<file path="config.mk">
export PLATFORM = sky130hd
export DESIGN_NAME = cv32e40p_x_disp_mo
export DESIGN_NICKNAME = d
export VERILOG_FILES = /design/src/rtl/cv32e40p_x_disp_mo.sv
export SDC_FILE = /design/constraint.sdc
export NUM_CORES = 1
export LEC_CHECK = 0
export CORE_ASPECT_RATIO = 0.9
export CORE_MARGIN = 2
export CORE_UTILIZATION = 30
export DETAILED_ROUTE_END_ITERATION = 8
export GPL_TIMING_DRIVEN = 0
export PLACE_DENSITY_LB_ADDON = 0.1
export SYNTH_ARGS = -nofsm -noshare
export SYNTH_HDL_FRONTEND = slang
export SYNTH_SLANG_ARGS = --single-unit
</file>
<file path="constraint.sdc">
create_clock -name clk_i -period 6.88 [get_ports clk_i]
set_clock_uncertainty 0.1 [all_clocks]
set_input_delay 2.064 -clock clk_i [delete_from_list [all_inputs] [get_ports clk_i]]
set_output_delay 2.064 -clock clk_i [all_outputs]
set_load 0.05 [all_outputs]
</file>
<file path="src/rtl/cv32e40p_x_disp_mo.sv">
// Multi-outstanding x-interface dispatcher for the ID stage.
// Offloads decoder-rejected instructions to the coprocessor and tags each
// accepted instruction with an ID. Per-register pending-write counters let
// several writes to the same rd be in flight. Returning results are matched
// by ID, and the block supplies the destination register for write-back.
module cv32e40p_x_disp_mo #(
    parameter int NUM_RS          = 3,
    parameter int ID_WIDTH        = 3,
    parameter int MAX_OUTSTANDING = 4,
    localparam int CW             = $clog2(MAX_OUTSTANDING + 1)
) (
    input  logic                  clk_i,
    input  logic                  rst_i,
    input  logic                  x_illegal_insn_dec_i,
    input  logic                  x_branch_or_jump_i,
    input  logic [NUM_RS*5-1:0]   x_rs_addr_i,
    input  logic [NUM_RS-1:0]     x_regs_used_i,
    input  logic [4:0]            x_waddr_id_i,
    input  logic                  x_writeback_i,
    input  logic [4:0]            x_waddr_ex_i,
    input  logic                  x_we_ex_i,
    input  logic [4:0]            x_waddr_wb_i,
    input  logic                  x_we_wb_i,
    input  logic                  x_is_mem_op_i,
    output logic                  x_valid_o,
    input  logic                  x_ready_i,
    input  logic                  x_accept_i,
    output logic [ID_WIDTH-1:0]   x_id_o,
    output logic [NUM_RS-1:0]     x_rs_valid_o,
    output logic                  x_rd_clean_o,
    output logic                  x_stall_o,
    output logic                  x_illegal_insn_o,
    input  logic                  x_rvalid_i,
    output logic                  x_rready_o,
    input  logic [ID_WIDTH-1:0]   x_rid_i,
    input  logic                  x_rwe_i,
    output logic [4:0]            x_rwaddr_o,
    output logic                  x_rwe_o,
    output logic                  x_rid_err_o,
    output logic [CW-1:0]         x_outstanding_o,
    output logic                  x_idle_o
);

    localparam logic [ID_WIDTH-1:0] LAST_ID  = ID_WIDTH'(MAX_OUTSTANDING - 1);
    localparam logic [CW-1:0]       MAX_CNT  = CW'(MAX_OUTSTANDING);

    // Per-slot tracking, indexed by instruction ID
    logic        busy_q [MAX_OUTSTANDING];
    logic [4:0]  rd_q   [MAX_OUTSTANDING];
    logic        we_q   [MAX_OUTSTANDING];

    logic [CW-1:0]       cnt_q [31:1];
    logic [31:0]         pend;
    logic [CW-1:0]       outst_q;
    logic [ID_WIDTH-1:0] next_id_q;

    logic                busy_next_slot;
    logic                hit;
    logic [4:0]          hit_rd;
    logic                hit_we;
    logic                full;
    logic                cand;
    logic                fire;
    logic                issue;
    logic                issue_we;
    logic                res;
    logic                res_we;
    logic [NUM_RS-1:0]   dep_vec;

    // Look up the slot the next issue would use and the slot addressed by the result
    always_comb begin
        busy_next_slot = 1'b0;
        hit            = 1'b0;
        hit_rd         = 5'd0;
        hit_we         = 1'b0;
        for (int s = 0; s < MAX_OUTSTANDING; s++) begin
            if (next_id_q == ID_WIDTH'(s)) begin
                busy_next_slot = busy_q[s];
            end
            if ((x_rid_i == ID_WIDTH'(s)) && busy_q[s]) begin
                hit    = 1'b1;
                hit_rd = rd_q[s];
                hit_we = we_q[s];
            end
        end
    end

    assign full     = (outst_q == MAX_CNT) | busy_next_slot;
    assign cand     = x_illegal_insn_dec_i & ~x_branch_or_jump_i;
    assign fire     = x_valid_o & x_ready_i;
    assign issue    = fire & x_accept_i;
    assign issue_we = x_writeback_i & (x_waddr_id_i != 5'd0);
    assign res      = x_rvalid_i & hit;
    assign res_we   = res & hit_we;

    assign x_valid_o        = cand & ~full;
    assign x_id_o           = next_id_q;
    assign x_illegal_insn_o = fire & ~x_accept_i;
    assign x_rready_o       = 1'b1;
    assign x_rwaddr_o       = hit ? hit_rd : 5'd0;
    assign x_rwe_o          = res_we & x_rwe_i;
    assign x_rid_err_o      = x_rvalid_i & ~hit;
    assign x_outstanding_o  = outst_q;
    assign x_idle_o         = (outst_q == '0);

    // x0 never has a pending write
    assign pend[0] = 1'b0;

    generate
        for (genvar gi = 1; gi < 32; gi++) begin : g_cnt
            logic inc;
            logic dec;
            assign inc      = issue & issue_we & (x_waddr_id_i == 5'(gi));
            assign dec      = res_we & (hit_rd == 5'(gi));
            assign pend[gi] = (cnt_q[gi] != '0);

            // Pending-write counter for register gi; issue and result may coincide
            always_ff @(posedge clk_i or posedge rst_i) begin
                if (rst_i) begin
                    cnt_q[gi] <= '0;
                end else begin
                    cnt_q[gi] <= cnt_q[gi] + CW'(inc) - CW'(dec);
                end
            end

            a_no_underflow: assert property (@(posedge clk_i) disable iff (rst_i)
                dec |-> (cnt_q[gi] != '0));
        end

        for (genvar gi = 0; gi < MAX_OUTSTANDING; gi++) begin : g_slot
            // Slot gi is claimed by an accepted issue and released by its result
            always_ff @(posedge clk_i or posedge rst_i) begin
                if (rst_i) begin
                    busy_q[gi] <= 1'b0;
                    rd_q[gi]   <= 5'd0;
                    we_q[gi]   <= 1'b0;
                end else if (issue && (next_id_q == ID_WIDTH'(gi))) begin
                    busy_q[gi] <= 1'b1;
                    rd_q[gi]   <= x_waddr_id_i;
                    we_q[gi]   <= issue_we;
                end else if (res && (x_rid_i == ID_WIDTH'(gi))) begin
                    busy_q[gi] <= 1'b0;
                end
            end
        end

        for (genvar gi = 0; gi < NUM_RS; gi++) begin : g_rs
            logic [4:0] rs;
            assign rs = x_rs_addr_i[gi*5 +: 5];
            assign x_rs_valid_o[gi] = (rs == 5'd0) |
                ~(pend[rs] | ((rs == x_waddr_ex_i) & x_we_ex_i) | ((rs == x_waddr_wb_i) & x_we_wb_i));
            assign dep_vec[gi] = x_regs_used_i[gi] & (rs != 5'd0) & pend[rs];
        end
    endgenerate

    assign x_rd_clean_o = (x_waddr_id_i == 5'd0) |
        ~(pend[x_waddr_id_i] | ((x_waddr_id_i == x_waddr_ex_i) & x_we_ex_i) |
          ((x_waddr_id_i == x_waddr_wb_i) & x_we_wb_i));

    assign x_stall_o = (x_valid_o & ~x_ready_i) | (cand & full) | (|dep_vec) | x_is_mem_op_i;

    // In-flight count and ID allocation pointer
    always_ff @(posedge clk_i or posedge rst_i) begin
        if (rst_i) begin
            outst_q   <= '0;
            next_id_q <= '0;
        end else begin
            outst_q <= outst_q + CW'(issue) - CW'(res);
            if (issue) begin
                next_id_q <= (next_id_q == LAST_ID) ? '0 : next_id_q + 1'b1;
            end
        end
    end

endmodule

</file>
==> out/results.tsv <==
metric	value	unit
io-pin-count	70	
grt_pass1_wl	42400	um
period_needed	6.93	ns
cts_buffers	17	
cts.clk_slew.worst_paths	0.06	ns
synth_seq_area_share	0.356	
routed_wl	27500	um
cp_max_fo	10	
layout.nets	1108	
postCtsSetupBuffers	0	
highest_layer	met4	
cp_slowest_cell	clkdlybuf4s50_1	
die_y	168	um
hp-class	flip-flop to flip-flop	
fin_tns_setup	-0.0542	ns
multi_input_area	5170	sq um
switching_share	0.324	
cp-start-kind	primary input	
grt_pass1_vias	6863	
power_leakage	5.05	nW
ys_async_sr_fraction	1.00	
yosys-top-cells-area	dfrtp_1 (36%), ha_1 (9.5%), fa_1 (7.2%)	
yosysWarnings	0	
rows	59	
dr.pass1.iters	5	
ant_nets	0	
setup_viol	1	
cts_sinks	127	
rsz0062_at_grt	true	
routed_via_density	4.92	
relSlewSlack	0.372	
report.final.slew_viol_count	0	
die-area	31100	sq um
met3_length	1130	um
clk_path_buf_depth	2	
routedWlPerCell	20.1	um
gp_congestion	0.882	
ys_ff_latch	127	
finalWorstSetupSlack	-0.0542	ns
pre_cts_ws	-1.14	ns
arrival	4.77	ns
post-dp-hpwl	21100	um
grt-ovfl-total	0	
synth_ff_type	dfrtp_1	
synth_edf_count	0	
worst-endpoint-required	4.72	ns
synth_top_area_cell	dfrtp_1	
syn2layout_area_growth	20.0	%
syn_area_per_cell	10.1	sq um
crit_chain	clkdlybuf4s50_1 -> buf_2 -> clkbuf_2 -> nor3b_1 -> o21ai_0 -> a22oi_1 -> a22oi_1 -> o211ai_1 -> buf_4	
dr_wl_met2	12600	um
vias	6729	
clock.fmax	144	MHz
worstMarginPinSlew	0.938	ns
syn_nets	1033	
max_stage_delay	0.68	ns
drv_cap	0	
cts_htree_levels	4	
final_util	0.368	
grt_start_max_net_pins	67	
insertion_delay	0.44	ns
drc	0	
synthCells	885	
violations	setup timing	
finalCritPeriodShare	1.01	
hold_viol	0	
grt_usage	0.187	
power_frac_clock	0.376	
combPwrFrac	0.265	
antenna_found_initial	1	
pwr-share-seq	0.359	
ff_latch_area	3180	sq um
drive_gt1_frac	0.112	
path_class	primary input to primary output	
power_density	253	nW/um^2
synth_top_area_frac	0.356	
drtIter0Drc	424	
internal_power	1.83	mW
status	finished with violations	
core_area	29100	sq um
fin_cells	1369	
endpoint_kind	primary output	
cp_common_cell	a22oi_1	
synth_cell_types	67	
power_switching	877	uW
placed_cells	1337	
met1Wirelength	13300	um
n_fill_cell	3016	
initial_utilization	0.307	
numPortBuffers	55	
die_x	186	um
postCtsHoldBufs	0	
cts_tree	done	
cts_root_buf	clkbuf_16	
synth_area	8920	sq um
ir_worst_vdd	0.174	mV
cell type report:
class                           instances  share of cell area
Clock inverter                         10              0.0172
Sequential cell                       127               0.297
Timing Repair Buffer                   56              0.0538
Antenna cell                            1            0.000234
Inverter                              118              0.0419
Clock buffer                           21              0.0430
Tap cell                              396              0.0463
Buffer                                 38              0.0175
Multi-Input combinational cell        602               0.483
stage by stage:
| step | total power [mW] | instance area [sq um] | hold slack [ns] |
|---|---|---|---|
| global route | 2.85 | 10700 | 0.388 |
| CTS | 2.73 | 10700 | 0.380 |
| global placement | 1.69 | 9960 | 0.361 |
| finish | 2.70 | 10700 | 0.374 |
| floorplan | 1.45 | 8920 | 0.339 |
| detailed placement | 1.70 | 10000 | 0.367 |
Yosys cell counts (4+ instances only):
cell type / n
a2111oi_0: 9
nand2_1: 55
nand3_1: 18
a211oi_1: 10
a221oi_1: 5
xnor2_1: 68
mux4_2: 11
nor4_1: 27
nor2b_1: 10
mux2i_1: 14
or2_2: 4
a21oi_1: 4
or3_1: 7
ha_1: 68
buf_4: 5
nor3_1: 43
o211ai_1: 6
buf_2: 5
or3b_2: 4
o21ai_0: 17
nand3b_1: 8
and3_1: 4
dfrtp_1: 127
mux2_2: 25
xor2_1: 36
clkbuf_1: 25
nor2_1: 47
inv_1: 117
fa_1: 32
nand2b_1: 8
final timing paths:
path                                             from                           end  slack, ns  cells past startpoint
worst max-delay path                   x_rs_addr_i[0]                     x_stall_o      -0.05                      9
worst min-delay path              cnt_q[20]$_DFF_PP0_           cnt_q[20]$_DFF_PP0_       0.37                      1
worst max register to register  x_id_o[0]$_DFFE_PP0P_           cnt_q[59]$_DFF_PP0_       2.74                     15
worst min register to register    cnt_q[20]$_DFF_PP0_           cnt_q[20]$_DFF_PP0_       0.37                      1
max in group asynchronous                       rst_i  x_outstanding_o[1]$_DFF_PP0_       3.93                      3
min in group asynchronous                       rst_i           cnt_q[32]$_DFF_PP0_       1.99                      2
metal layers:
layer  track usage  vias up
li1              -     3179
met1         0.266     3392
met2         0.281      129
met3        0.0418       29
met4        0.0579        0
met5             0        -
logic make-up after synthesis:
kind of cell               synth area share
xor gates and xnor gates              0.102
muxes                                0.0780
adders and majority gates             0.167
DFF                                   0.356
other                              0.000420
buffers and inverters                0.0685
and+or+nand+nor                       0.150
AOI/OAI and AO/OA                    0.0776
cells in the final DEF, fill, tap and decap left out, drive strengths merged, types with 5 or more instances in the layout:
master and count:
a2111oi 9, a211oi 10, a221oi 5, buf 16, bufinv 5, clkbuf 47, clkdlybuf4s50 47, dfrtp 127
fa 32, ha 68, inv 119, mux2 25, mux2i 14, mux4 12, nand2 55, nand2b 8
nand3 18, nand3b 8, nor2 47, nor2b 10, nor3 44, nor4 27, o211ai 6, o21ai 20
or3 9, or3b 5, xnor2 68, xor2 36
worst max-delay path, delay by kind of cell:
family	cells	cell delay (ns)
buffers and inverters	4	1.55
AO/OA/AOI/OAI	4	0.95
AND/OR/NAND/NOR	1	0.20
sequential cells by signal, summed over array words and instances (netlist names):
signal	cells
x_id_o	3
rd_q	20
x_outstanding_o	3
we_q	4
busy_q	4
cnt_q	93
repair_timing:
item / 4_1_cts / 5_1_grt
pin swaps: 1 / 0
setup endpoints to repair: 7 / 7
gates resized for setup: 33 / 14
power groups by stage:
stage | logic (mW) | clock network (mW) | registers, mW
final | 0.715 | 1.02 | 0.971
after global routing | 0.781 | 1.07 | 0.992
after CTS | 0.719 | 1.04 | 0.971
after detailed placement | 0.716 | 0 | 0.982
after global placement | 0.709 | 0 | 0.983
after floorplan | 0.439 | 0 | 1.01
Note: power is estimated with default switching activity, not from simulation.
